$ cat config.mk
export PLATFORM = sky130hd
export DESIGN_NAME = multicycle_control_flat
export DESIGN_NICKNAME = d
export VERILOG_FILES = /design/src/rtl/multicycle_control_if.sv /design/src/rtl/multicycle_control.sv /design/src/flat_wrapper.sv
export SDC_FILE = /design/constraint.sdc
export NUM_CORES = 1
export LEC_CHECK = 0
export BUFFER_PORTS_ARGS = -buffer_cell sky130_fd_sc_hd__buf_4
export CORE_MARGIN = 8
export CORE_UTILIZATION = 55
export CTS_BUF_LIST = sky130_fd_sc_hd__clkbuf_2
export DETAILED_ROUTE_END_ITERATION = 8
export PLACE_DENSITY = 0.84
export SYNTH_ARGS = -nofsm -noshare
export SYNTH_HDL_FRONTEND = slang
export SYNTH_SLANG_ARGS = --single-unit
$ cat constraint.sdc
create_clock -name clk -period 2 [get_ports clk]
set_input_delay 0.2 -clock clk [delete_from_list [all_inputs] [get_ports clk]]
set_output_delay 0.2 -clock clk [all_outputs]
set_load 0.02 [all_outputs]
$ cat src/rtl/multicycle_control_if.sv
// Control-side bundle between the multicycle MIPS control FSM and the datapath:
// IR fields and memory-ready in, datapath strobes and debug/status out.
interface multicycle_control_if #(
  parameter int ALUOP_W = 4,
  parameter int CNT_W   = 16
);
  logic [5:0]         Opcode;
  logic [5:0]         func;
  logic               MemReady;
  logic               PCWrite;
  logic               PCWriteCond;
  logic               BranchNe;
  logic               IorD;
  logic               MemRead;
  logic               MemWrite;
  logic               IRWrite;
  logic               MemToReg;
  logic               RegDst;
  logic               RegWrite;
  logic               ALUSrcA;
  logic [1:0]         ALUSrcB;
  logic [1:0]         PCSource;
  logic [ALUOP_W-1:0] ALUOp;
  logic [3:0]         State;
  logic               InstrDone;
  logic [CNT_W-1:0]   InstrCount;
  logic               Exception;

  modport slave (
    input  Opcode, func, MemReady,
    output PCWrite, PCWriteCond, BranchNe, IorD, MemRead, MemWrite, IRWrite,
           MemToReg, RegDst, RegWrite, ALUSrcA, ALUSrcB, PCSource, ALUOp,
           State, InstrDone, InstrCount, Exception
  );

  modport master (
    output Opcode, func, MemReady,
    input  PCWrite, PCWriteCond, BranchNe, IorD, MemRead, MemWrite, IRWrite,
           MemToReg, RegDst, RegWrite, ALUSrcA, ALUSrcB, PCSource, ALUOp,
           State, InstrDone, InstrCount, Exception
  );
endinterface

$ cat src/rtl/multicycle_control.sv
// Multicycle MIPS control FSM with memory-ready stalls and a retired-instruction counter.
// Define ILLEGAL_TRAP_EN to send illegal instructions to a sticky TRAP state instead of a nop.
module multicycle_control #(
  parameter int ALUOP_W = 4,
  parameter int CNT_W   = 16
) (
  input logic                 clk,
  input logic                 rst,
  multicycle_control_if.slave bus
);
  typedef enum logic [3:0] {
    S_FETCH  = 4'd0,  S_DECODE = 4'd1,  S_MEMADR = 4'd2,  S_MEMRD = 4'd3,
    S_MEMWB  = 4'd4,  S_MEMWR  = 4'd5,  S_REXEC  = 4'd6,  S_RWB   = 4'd7,
    S_BRANCH = 4'd8,  S_JUMP   = 4'd9,  S_IEXEC  = 4'd10, S_IWB   = 4'd11,
    S_TRAP   = 4'd12
  } state_t;

  localparam logic [5:0] OP_R    = 6'b000000;
  localparam logic [5:0] OP_LW   = 6'b100011;
  localparam logic [5:0] OP_SW   = 6'b101011;
  localparam logic [5:0] OP_BEQ  = 6'b000100;
  localparam logic [5:0] OP_BNE  = 6'b000101;
  localparam logic [5:0] OP_J    = 6'b000010;
  localparam logic [5:0] OP_ADDI = 6'b001000;
  localparam logic [5:0] OP_SLTI = 6'b001010;
  localparam logic [5:0] OP_ANDI = 6'b001100;
  localparam logic [5:0] OP_ORI  = 6'b001101;

  localparam logic [ALUOP_W-1:0] ALU_ADD = ALUOP_W'(0);
  localparam logic [ALUOP_W-1:0] ALU_SUB = ALUOP_W'(1);
  localparam logic [ALUOP_W-1:0] ALU_AND = ALUOP_W'(2);
  localparam logic [ALUOP_W-1:0] ALU_OR  = ALUOP_W'(3);
  localparam logic [ALUOP_W-1:0] ALU_SLT = ALUOP_W'(5);

  state_t             state_reg, state_next;
  logic [5:0]         op_reg, fn_reg;
  logic [CNT_W-1:0]   cnt_reg;
  logic               decode_illegal;
  logic               pc_write, pc_write_cond, branch_ne, i_or_d, mem_read, mem_write;
  logic               ir_write, mem_to_reg, reg_dst, reg_write, alu_src_a, instr_done, exc;
  logic [1:0]         alu_src_b, pc_source;
  logic [ALUOP_W-1:0] alu_op;

  function automatic logic func_legal(input logic [5:0] fn);
    return fn inside {6'b100000, 6'b100010, 6'b100100, 6'b100101, 6'b101010};
  endfunction

  function automatic logic [ALUOP_W-1:0] func_aluop(input logic [5:0] fn);
    case (fn)
      6'b100010: return ALU_SUB;
      6'b100100: return ALU_AND;
      6'b100101: return ALU_OR;
      6'b101010: return ALU_SLT;
      default:   return ALU_ADD;
    endcase
  endfunction

  always_ff @(posedge clk) begin
    if (rst) begin
      state_reg <= S_FETCH;
      op_reg    <= '0;
      fn_reg    <= '0;
      cnt_reg   <= '0;
    end else begin
      state_reg <= state_next;
      if (state_reg == S_DECODE) begin
        op_reg <= bus.Opcode;
        fn_reg <= bus.func;
      end
      if (instr_done) cnt_reg <= cnt_reg + CNT_W'(1);
    end
  end

  always_comb begin
    state_next     = state_reg;
    decode_illegal = 1'b0;
    pc_write       = 1'b0;
    pc_write_cond  = 1'b0;
    branch_ne      = 1'b0;
    i_or_d         = 1'b0;
    mem_read       = 1'b0;
    mem_write      = 1'b0;
    ir_write       = 1'b0;
    mem_to_reg     = 1'b0;
    reg_dst        = 1'b0;
    reg_write      = 1'b0;
    alu_src_a      = 1'b0;
    alu_src_b      = 2'b00;
    pc_source      = 2'b00;
    alu_op         = ALU_ADD;
    instr_done     = 1'b0;
    exc            = 1'b0;
    case (state_reg)
      S_FETCH: begin
        mem_read  = 1'b1;
        alu_src_b = 2'b01;
        ir_write  = bus.MemReady;
        pc_write  = bus.MemReady;
        if (bus.MemReady) state_next = S_DECODE;
      end
      S_DECODE: begin
        // Branch target is precomputed here while the live IR fields pick the path.
        alu_src_b = 2'b11;
        case (bus.Opcode)
          OP_LW, OP_SW:                    state_next = S_MEMADR;
          OP_BEQ, OP_BNE:                  state_next = S_BRANCH;
          OP_J:                            state_next = S_JUMP;
          OP_ADDI, OP_SLTI, OP_ANDI, OP_ORI: state_next = S_IEXEC;
          OP_R: begin
            if (func_legal(bus.func)) state_next = S_REXEC;
            else                      decode_illegal = 1'b1;
          end
          default:                         decode_illegal = 1'b1;
        endcase
        if (decode_illegal) begin
`ifdef ILLEGAL_TRAP_EN
          state_next = S_TRAP;
`else
          instr_done = 1'b1;
          state_next = S_FETCH;
`endif
        end
      end
      S_MEMADR: begin
        alu_src_a  = 1'b1;
        alu_src_b  = 2'b10;
        state_next = (op_reg == OP_LW) ? S_MEMRD : S_MEMWR;
      end
      S_MEMRD: begin
        mem_read = 1'b1;
        i_or_d   = 1'b1;
        if (bus.MemReady) state_next = S_MEMWB;
      end
      S_MEMWB: begin
        mem_to_reg = 1'b1;
        reg_write  = 1'b1;
        instr_done = 1'b1;
        state_next = S_FETCH;
      end
      S_MEMWR: begin
        mem_write  = 1'b1;
        i_or_d     = 1'b1;
        instr_done = bus.MemReady;
        if (bus.MemReady) state_next = S_FETCH;
      end
      S_REXEC: begin
        alu_src_a  = 1'b1;
        alu_op     = func_aluop(fn_reg);
        state_next = S_RWB;
      end
      S_RWB: begin
        reg_dst    = 1'b1;
        reg_write  = 1'b1;
        instr_done = 1'b1;
        state_next = S_FETCH;
      end
      S_BRANCH: begin
        alu_src_a     = 1'b1;
        alu_op        = ALU_SUB;
        pc_write_cond = 1'b1;
        pc_source     = 2'b01;
        branch_ne     = (op_reg == OP_BNE);
        instr_done    = 1'b1;
        state_next    = S_FETCH;
      end
      S_JUMP: begin
        pc_write   = 1'b1;
        pc_source  = 2'b10;
        instr_done = 1'b1;
        state_next = S_FETCH;
      end
      S_IEXEC: begin
        alu_src_a = 1'b1;
        alu_src_b = 2'b10;
        case (op_reg)
          OP_SLTI: alu_op = ALU_SLT;
          OP_ANDI: alu_op = ALU_AND;
          OP_ORI:  alu_op = ALU_OR;
          default: alu_op = ALU_ADD;
        endcase
        state_next = S_IWB;
      end
      S_IWB: begin
        reg_write  = 1'b1;
        instr_done = 1'b1;
        state_next = S_FETCH;
      end
`ifdef ILLEGAL_TRAP_EN
      S_TRAP: begin
        exc        = 1'b1;
        state_next = S_TRAP;
      end
`endif
      default: state_next = S_FETCH;
    endcase
  end

  // Everything is held low during reset so no write strobe leaks mid-instruction.
  assign bus.PCWrite     = ~rst & pc_write;
  assign bus.PCWriteCond = ~rst & pc_write_cond;
  assign bus.BranchNe    = ~rst & branch_ne;
  assign bus.IorD        = ~rst & i_or_d;
  assign bus.MemRead     = ~rst & mem_read;
  assign bus.MemWrite    = ~rst & mem_write;
  assign bus.IRWrite     = ~rst & ir_write;
  assign bus.MemToReg    = ~rst & mem_to_reg;
  assign bus.RegDst      = ~rst & reg_dst;
  assign bus.RegWrite    = ~rst & reg_write;
  assign bus.ALUSrcA     = ~rst & alu_src_a;
  assign bus.ALUSrcB     = rst ? 2'b00 : alu_src_b;
  assign bus.PCSource    = rst ? 2'b00 : pc_source;
  assign bus.ALUOp       = rst ? '0 : alu_op;
  assign bus.State       = rst ? 4'd0 : state_reg;
  assign bus.InstrDone   = ~rst & instr_done;
  assign bus.InstrCount  = rst ? '0 : cnt_reg;
  assign bus.Exception   = ~rst & exc;
endmodule

$ cat src/flat_wrapper.sv
// flat-port wrapper written by rule: the top's interface ports become plain ports
module multicycle_control_flat 
#(
  parameter int ALUOP_W = 4,
  parameter int CNT_W   = 16
)
  (clk, rst, bus_Opcode, bus_func, bus_MemReady, bus_PCWrite, bus_PCWriteCond, bus_BranchNe, bus_IorD, bus_MemRead, bus_MemWrite, bus_IRWrite, bus_MemToReg, bus_RegDst, bus_RegWrite, bus_ALUSrcA, bus_ALUSrcB, bus_PCSource, bus_ALUOp, bus_State, bus_InstrDone, bus_InstrCount, bus_Exception);
  multicycle_control_if #(.ALUOP_W(ALUOP_W), .CNT_W(CNT_W)) bus_i ();
  input logic clk;
  input logic rst;
  input wire logic [$bits(bus_i.Opcode)-1:0] bus_Opcode;
  input wire logic [$bits(bus_i.func)-1:0] bus_func;
  input wire logic [$bits(bus_i.MemReady)-1:0] bus_MemReady;
  output wire logic [$bits(bus_i.PCWrite)-1:0] bus_PCWrite;
  output wire logic [$bits(bus_i.PCWriteCond)-1:0] bus_PCWriteCond;
  output wire logic [$bits(bus_i.BranchNe)-1:0] bus_BranchNe;
  output wire logic [$bits(bus_i.IorD)-1:0] bus_IorD;
  output wire logic [$bits(bus_i.MemRead)-1:0] bus_MemRead;
  output wire logic [$bits(bus_i.MemWrite)-1:0] bus_MemWrite;
  output wire logic [$bits(bus_i.IRWrite)-1:0] bus_IRWrite;
  output wire logic [$bits(bus_i.MemToReg)-1:0] bus_MemToReg;
  output wire logic [$bits(bus_i.RegDst)-1:0] bus_RegDst;
  output wire logic [$bits(bus_i.RegWrite)-1:0] bus_RegWrite;
  output wire logic [$bits(bus_i.ALUSrcA)-1:0] bus_ALUSrcA;
  output wire logic [$bits(bus_i.ALUSrcB)-1:0] bus_ALUSrcB;
  output wire logic [$bits(bus_i.PCSource)-1:0] bus_PCSource;
  output wire logic [$bits(bus_i.ALUOp)-1:0] bus_ALUOp;
  output wire logic [$bits(bus_i.State)-1:0] bus_State;
  output wire logic [$bits(bus_i.InstrDone)-1:0] bus_InstrDone;
  output wire logic [$bits(bus_i.InstrCount)-1:0] bus_InstrCount;
  output wire logic [$bits(bus_i.Exception)-1:0] bus_Exception;
  assign bus_i.Opcode = bus_Opcode;
  assign bus_i.func = bus_func;
  assign bus_i.MemReady = bus_MemReady;
  assign bus_PCWrite = bus_i.PCWrite;
  assign bus_PCWriteCond = bus_i.PCWriteCond;
  assign bus_BranchNe = bus_i.BranchNe;
  assign bus_IorD = bus_i.IorD;
  assign bus_MemRead = bus_i.MemRead;
  assign bus_MemWrite = bus_i.MemWrite;
  assign bus_IRWrite = bus_i.IRWrite;
  assign bus_MemToReg = bus_i.MemToReg;
  assign bus_RegDst = bus_i.RegDst;
  assign bus_RegWrite = bus_i.RegWrite;
  assign bus_ALUSrcA = bus_i.ALUSrcA;
  assign bus_ALUSrcB = bus_i.ALUSrcB;
  assign bus_PCSource = bus_i.PCSource;
  assign bus_ALUOp = bus_i.ALUOp;
  assign bus_State = bus_i.State;
  assign bus_InstrDone = bus_i.InstrDone;
  assign bus_InstrCount = bus_i.InstrCount;
  assign bus_Exception = bus_i.Exception;
  multicycle_control #(.ALUOP_W(ALUOP_W), .CNT_W(CNT_W)) u_core (.clk(clk), .rst(rst), .bus(bus_i));
endmodule
# --- Word level (Yosys, flattened, before mapping) ---
# Cells that the tools add are included.
# W data, S select, Z words.
op_classes:
  eq_ne: 39
  addsub: 1
  muxes: 34
  n_reduce_logical: 14
  bitwise_logic: 13
op_table:
  columns: ["cell", "count"]
  rows:
  - ["$eq A6 B6 Y1 const B", 12]
  - ["$eq A6 B4 Y1 const B", 7]
  - ["$mux W4", 7]
  - ["$pmux W4 S7", 1]
  - ["$pmux W4 S5", 1]
  - ["$eq A6 B3 Y1 const B", 3]
  - ["$add A16 B1 Y16 const B", 1]
  - ["$eq A4 B3 Y1 const B", 4]
  - ["$eq A4 B4 Y1 const B", 4]
  - ["$mux W16", 1]
  - ["$mux W1", 13]
  - ["$and A1 B1 Y1", 12]
  - ["$pmux W3 S4", 1]
  - ["$pmux W4 S3", 1]
  - ["$reduce_or A2 Y1", 5]
  - ["$pmux W3 S3", 1]
  - ["$reduce_or A9 Y1", 1]
  - ["$eq A4 B2 Y1 const B", 2]
  - ["$reduce_or A4 Y1", 2]
  - ["$ne A7 B7 Y1 const B", 1]
  - ["$eq A6 B2 Y1 const B", 1]
  - ["$logic_not A6 Y1", 1]
  - ["$ne A2 B2 Y1 const B", 3]
  - ["$pmux W2 S3", 1]
  - ["13 further kinds", 15]
word_totals:
  wordCells: 105
  inputBits: 15
  output_inout_bits: 41
  ff_bits: 32

# --- Longest topological paths before layout ---
# Gate-level depths: netlist of the first run.
logic_depth:
  word_depth: 8
  mapped_depth: 8
  depth_no_buf: 6

# --- Least setup slack after synthesis of the first run ---
# Ideal clock, no wire load.
synth_timing:
  path_type: "register -> output"
  from: "register u_core.state_reg[1]"
  to: "output port bus_ALUOp[1]"
  slack_ps: 53
  n_path_buf: 1
  path_stages_with_launch: 8
  t_arrival_ps: 1747
  required_time_ps: 1800
  path_cell_list: "dfxtp_1 buf_2 nor2b_2 nand3b_1 nor3b_1 nor4bb_1 a21oi_1 nor2_1"
synth_via:
  elab_chain_len: 3
  elab_cells_between_ends: 5
  classes_between: "eq/ne: 3; mux: 2"
synth_rtl:
  columns: ["item", "line", "rtl"]
  rows:
  - ["start: declaration", "multicycle_control.sv:35", "state_t state_reg, state_next;"]
  - ["start signal: assignment", "multicycle_control.sv:65", "state_reg <= state_next;"]
  - ["$eq A4 B4 Y1 / $eq A4 B3 Y1 (equally long branches)", null, null]
  - ["$pmux W4 S3 *", "multicycle_control.sv:93", "case (state_reg)"]
  - ["$mux W4 *", "multicycle_control.sv:212", "assign bus.ALUOp = rst ? '0 : alu_op;"]
  - ["end: declaration", "flat_wrapper.sv:27", "output wire logic [$bits(bus_i.ALUOp)-1:0] bus_ALUOp;"]
# Every way passes the cells marked *; elsewhere a longest branch is shown, timed or not.

# --- Worst setup path in the final report of the first run ---
# Ends and elaborated chain as after synthesis.

==> results.ini, run 1 <==
[route]
drt_wl_total_um=6730
drt-initial-drc-count=199
via_count=2443
ant_nets=0
drc=0
vias_per_cell=5.82
drt-pass1-iter-count=4
avgRoutedWirePerCell_um=16.0

[global_route]
track_usage_pct=20.3
grt_pass1_vias=2213
grt_max_degree=28
antenna_found_initial=0
globalRouteOverflowTotal=0
grt_pass1_wl_um=10500

[cts]
cts-root-buf=clkbuf_2
clk_path_buf_depth=2
cts_sinks=32
htree_levels=2
clk_pin_slew_ns=0.17
cts_tree=yes
insertion_delay_ns=0.39
cts_buffers=5

[logic_synthesis]
synth_ff_type=dfxtp_1
synth_top_area_share_pct=29.8
ys_async_sr_fraction_pct=0
synth.area.top_cells=dfxtp_1, nor2b_1, nand2_1
netlist_area_um2=2150
yosys-top-cells-count=nand2_1, dfxtp_1, nor2_1
synth_cells=294
ys_types=54
yosysSeqAreaShare_pct=29.8
yosys_warnings=0
synth-edff-count=0
synth.avg_cell_area_um2=7.31
synth.most_common_cell=nand2_1
synth.largest_area_cell=dfxtp_1
ys_seq_elements=32

[die]
fp.dieH_um=78.5
start_util_pct=57.8
ios=56
fp.dieW_um=78.5
coreArea_um2=3720
rows=22
die_area_um2=6160

[cells_and_area]
final_util_pct=79.7
n_antenna_cell=0
nets=388
largest_reg_flops=16
drive_gt1_share_pct=35.2
fillers=282
syn2layout_area_growth_pct=37.9
fin_cells=420

[placed_design]
pre_cts_ws_ns=-0.0899
routabilityCongestion=0.880
hpwl_um=4810
port_buffers=53
placed_cells=406

[setup_path]
reg2reg_slack_ns=-0.01
cp-end-kind=primary output
cp_data_arrival_time_ns=1.90
crit_path_start_kind=flip-flop
cp_cell_sequence=nor2b_4, nand3b_1, nor3b_2, nor4bb_2, buf_4, a21oi_2, nor2_1, buf_4
path_max_fanout=4
slowest_stage=dfxtp_2
critical_path_class=flip-flop to primary output
critical_path_required_ns=1.80
cp_common_cell=buf_4
cpPeakStageDelay_ns=0.39

[run]
maxCapViolations=0

[pwr]
p_leak_nw=1.23
vdd_ir_drop_max_uv=469
pwr-share-comb_pct=25.9
p_per_area_nw_per_um2=465
switching_share_pct=33.6
internal_power_mw=0.914
p_sw_mw=0.462
clockPowerShare_pct=22.8
seqPwrFrac_pct=51.3

[timing]
fin_crit_sh_pct=105
layout_setup_ws_ns=-0.0965
fmax_mhz=477
setup_viol=5
period_needed_ns=2.10
maxSlewViolCount=0
finalClockSkew_ns=0.0228
final_hold_viol_count=0
grt_setup_unrepaired=yes

[run_status]
status=finished with violations
violations=setup timing

[worst_hold_path]
hold_path_class=input port to flip-flop

==> layout make-up <==
class / count / area (um^2) / area share [%]
well taps: 48 / 60.1 / 2.03
multi-input cells: 239 / 1520 / 51.2
inverters: 5 / 18.8 / 0.634
clock buffers: 6 / 30.0 / 1.01
clock inverters: 1 / 5.00 / 0.169
repair buffers: 89 / 678 / 22.9
flip-flops and latches: 32 / 653 / 22.1
==> power groups by stage <==
stage / logic (mW) / clock network (mW) / registers [mW]
after detailed placement: 0.324 / 0 / 0.716
final: 0.356 / 0.314 / 0.707
after CTS: 0.335 / 0.305 / 0.704
after global placement: 0.319 / 0 / 0.713
after floorplan: 0.204 / 0 / 0.704
after global routing: 0.390 / 0.344 / 0.712
==> routing by layer <==
metal | vias to the layer above | track usage (%) | wire [um]
li1 | 1185 | - | -
met1 | 1120 | 25.9 | 2890
met2 | 128 | 32.1 | 3190
met3 | 10 | 5.58 | 555
met4 | 0 | 6.67 | 100
met5 | - | 0 | 0
==> worst paths after layout <==
path / start / end / cells past startpoint
worst min register to register: u_core.fn_reg[5] / u_core.fn_reg[5] / 2
worst max register to register: u_core.state_reg[1] / u_core.cnt_reg[5] / 8
worst min-delay path: bus_Opcode[2] / u_core.op_reg[2] / 3
worst max-delay path: u_core.state_reg[1] / bus_ALUOp[1] / 8
==> timing repair <==
| item | in CTS | in global routing |
|---|---|---|
| cloned | 0 | 0 |
| gates resized for setup | 19 | 19 |
| hold endpoints to repair | 0 | 1 |
| buffers inserted | 2 | 4 |
| pin swaps | 6 | 13 |
| setup endpoints to repair | 10 | 17 |
| hold buffers | 0 | 1 |
==> per-stage QoR <==
stage                     setup TNS (ns)  total power [mW]  instance area (um^2)  hold slack [ns]
after floorplan                        0             0.908                  2150            0.303
after CTS                         -0.168              1.34                  2830          0.00825
final                             -0.232              1.38                  2960           0.0432
after global placement            -0.120              1.03                  2720            0.423
after global routing              -0.861              1.45                  2960           0.0568
after detailed placement          -0.522              1.04                  2720            0.431
==> worst max-delay path: cells and delay by family (launching register included) <==
kind / cells / cell delay, ns
AND/OR/NAND/NOR: 5 / 0.79
AO/OA/AOI/OAI: 1 / 0.03
flip-flops: 1 / 0.39
buffers and inverters: 2 / 0.31
==> cell families after synthesis <==
group	Yosys count	share of synthesized area [%]
simple gates	168	41.5
buf+inv	24	5.71
other cells	1	0.175
fa+ha+maj	1	0.582
compound gates	57	16.7
mux	9	4.66
xor+xnor	2	0.816
flops	32	29.8
==> cells in the final DEF (no fill, tap or decap), drive strengths merged, types with 4 or more instances in the layout <==
master / count
buf: 88
nand2: 42
dfxtp: 32
nor2: 31
nor2b: 27
a21oi: 26
o21ai: 15
nand3: 13
nand4: 7
clkbuf: 6
nor3: 6
and2: 6
inv: 5
or4: 5
or3: 5
and3: 5
mux2: 5
nor4: 4
mux2i: 4
nand2b: 4
(Power assumes the default switching activity.)
==> inputs of run 2 (changes only) <==
MAX_ROUTING_LAYER = met4   (was unset)
PLACE_DENSITY = 0.85   (was 0.84)
==> run 2 against run 1 <==
Effect of this change:
- the run still ends with setup timing left
- clock skew shrank 0.00052 ns
- clock power is essentially flat
- sequential share of layout area shrank 0.057 points
- count of clock-buffer cells in the layout grew 1
- final cell count grew 0.95%
- combinational power is essentially flat
- die area is the same
- critical path depth is the same
- sequential cell count is the same
- non-clock buffer count grew 3
- global-route usage grew 1.2 points
- core utilization shrank 0.10 points
- critical endpoint unchanged
==> results.ini, run 2 (same netlist as run 1, synthesis figures left out) <==
[cells_and_area]
syn2layout_area_growth_pct=37.7
layout_common_cells=buf_4, nand2_1, nor2_1, dfxtp_1, nor2b_1
n_antenna_cell=0  ; unchanged
drive_gt1_share_pct=35.1  ; -0.11 points
multi_input_area_um2=1490  ; -1.9%
final_common_cell=buf_4
stdcell_area_um2=2960  ; -0.13%
seqCellArea_um2=651  ; -0.38%
largest_reg_flops=16  ; unchanged
nets=391  ; +0.77%
fillers=279  ; -1.1%

[run_status]
status=finished with violations
violations=setup timing

[timing]
setup_viol=6  ; +1
period_needed_ns=2.09  ; -0.0114 ns
finalClockSkew_ns=0.0223  ; -0.000519 ns
fin_crit_sh_pct=104  ; -0.57 points
layout_setup_ws_ns=-0.0851  ; +0.0114 ns
tns_ns=-0.206  ; +0.0259 ns
maxSlewViolCount=0  ; unchanged
fmax_mhz=480  ; +0.55%
timing.hold.ws_ns=0.0576  ; +0.0144 ns
grt_setup_unrepaired=yes
final_hold_viol_count=0  ; unchanged

[die]
die_area_um2=6160  ; unchanged
rows=22  ; unchanged
coreArea_um2=3720  ; unchanged
fp.dieW_um=78.5  ; unchanged
ios=56  ; unchanged
fp.dieH_um=78.5  ; unchanged
start_util_pct=57.8  ; unchanged

[placed_design]
routabilityCongestion=0.947  ; +7.6%
port_buffers=53  ; unchanged
hpwl_um=5000  ; +4.1%
dpl_cell_area_um2=2760  ; +1.4%
pre_cts_ws_ns=-0.0172  ; +0.0727 ns

[setup_path]
r2r_cells=8  ; unchanged
reg2reg_from=u_core.state_reg[0]
critical_path_class=flip-flop to primary output
reg2reg_slack_ns=-0.04  ; -0.03 ns
cp-end-kind=primary output
critical_path_required_ns=1.80  ; about the same
crit_path_start_kind=flip-flop
path_max_fanout=6  ; +2
cp_data_arrival_time_ns=1.89  ; about the same
r2r_end=u_core.cnt_reg[7]

[global_route]
grt_pass1_vias=2271  ; +2.6%
grt_max_degree=42  ; +50%
track_usage_pct=21.4  ; +1.2 points
globalRouteOverflowTotal=0  ; unchanged
antenna_found_initial=0  ; unchanged
grt_pass1_wl_um=10600  ; +0.66%

[route]
drt-initial-drc-count=259  ; +30%
drc=0  ; unchanged
ant_nets=0  ; unchanged
drt_wl_total_um=6760  ; +0.49%
via_count=2452  ; +0.37%
avgRoutedWirePerCell_um=15.9  ; -0.46%
vias_per_cell=5.78  ; -0.58%
drt-pass1-iter-count=4  ; unchanged

[pwr]
vdd_ir_drop_max_uv=449  ; -4.4%
p_total_mw=1.37  ; -0.18%
clockPowerShare_pct=22.9  ; about the same
p_per_area_nw_per_um2=465  ; about the same
switching_share_pct=33.1  ; -0.52 points
seqPwrFrac_pct=51.4  ; about the same
p_leak_nw=1.24  ; +0.99%
internal_power_mw=0.920  ; +0.59%
p_sw_mw=0.454  ; -1.7%
pwr-share-comb_pct=25.7  ; -0.2 points

[run]
maxCapViolations=0  ; unchanged

[cts]
cts_sinks=32  ; unchanged
cts_buffers=5  ; unchanged
htree_levels=2  ; unchanged
cts_tree=yes
cts-root-buf=clkbuf_2
clk_pin_slew_ns=0.17  ; about the same
insertion_delay_ns=0.40  ; about the same
clk_path_buf_depth=2  ; unchanged

[worst_hold_path]
hold_path_class=input port to flip-flop
worstHoldPathCells=3  ; unchanged
hold_path_end=u_core.fn_reg[3]
worstHoldStart=bus_func[3]

## run 2: final cells by class
| class | instances | share of cell area [%] |
|---|---|---|
| multi-input combinational | 239 | 50.3 |
| timing repair buffer | 92 | 23.7 |
| sequential | 32 | 22.0 |
| tap | 48 | 2.03 |
| clock buffer | 7 | 1.18 |
| inverter | 5 | 0.635 |
| clock inverter | 1 | 0.127 |
## run 2: worst max-delay path by stage
stage	from	depth (start not counted)	to	slack, ns
floorplan	u_core.state_reg[1]	7	bus_ALUOp[1]	0.05
global placement	u_core.state_reg[0]	8	u_core.cnt_reg[7]	0.03
detailed placement	u_core.state_reg[0]	8	u_core.cnt_reg[7]	-0.02
CTS	u_core.state_reg[0]	8	bus_ALUOp[1]	-0.10
global route	u_core.state_reg[0]	8	bus_ALUOp[1]	-0.21
finish	u_core.state_reg[0]	8	bus_ALUOp[1]	-0.09
## run 2: per-stage QoR
stage,cells,utilization (%)
final,424,79.6
after global routing,424,79.6
after CTS,423,77.4
after detailed placement,411,74.3
after global placement,411,74.3
after floorplan,295,-
## run 2: repair_timing
action | in CTS | in global routing
pin swaps | 8 | 7
cloned | 1 | 0
endpoints found under the hold margin | 1 | 0
hold buffers | 1 | 0
setup buffers | 2 | 1
resized for setup | 15 | 16
endpoints found under the setup margin | 15 | 18
## run 2: power groups by stage
stage / combinational, mW / clock, mW / sequential, mW
final: 0.353 / 0.314 / 0.707
after detailed placement: 0.333 / 0 / 0.715
after global placement: 0.326 / 0 / 0.714
after CTS: 0.338 / 0.317 / 0.703
after floorplan: 0.204 / 0 / 0.704
after global routing: 0.383 / 0.352 / 0.711
## run 2: critical path, stage by stage (launching register included)
cell and delay [ns]:
dfxtp_4 0.41, nor2b_4 0.12, nand3b_1 0.09, nor3b_2 0.22, nor4bb_4 0.22, buf_4 0.15
a21oi_2 0.03, nor2_1 0.09, buf_4 0.15
## run 2: routing by layer
| layer | up-vias | global-route usage, % | wire [um] |
|---|---|---|---|
| met4 | 0 | 8.52 | 114 |
| met5 | - | - | 0 |
| met3 | 11 | 5.58 | 489 |
| met1 | 1138 | 24.8 | 2910 |
| met2 | 107 | 34.6 | 3250 |
| li1 | 1196 | - | - |
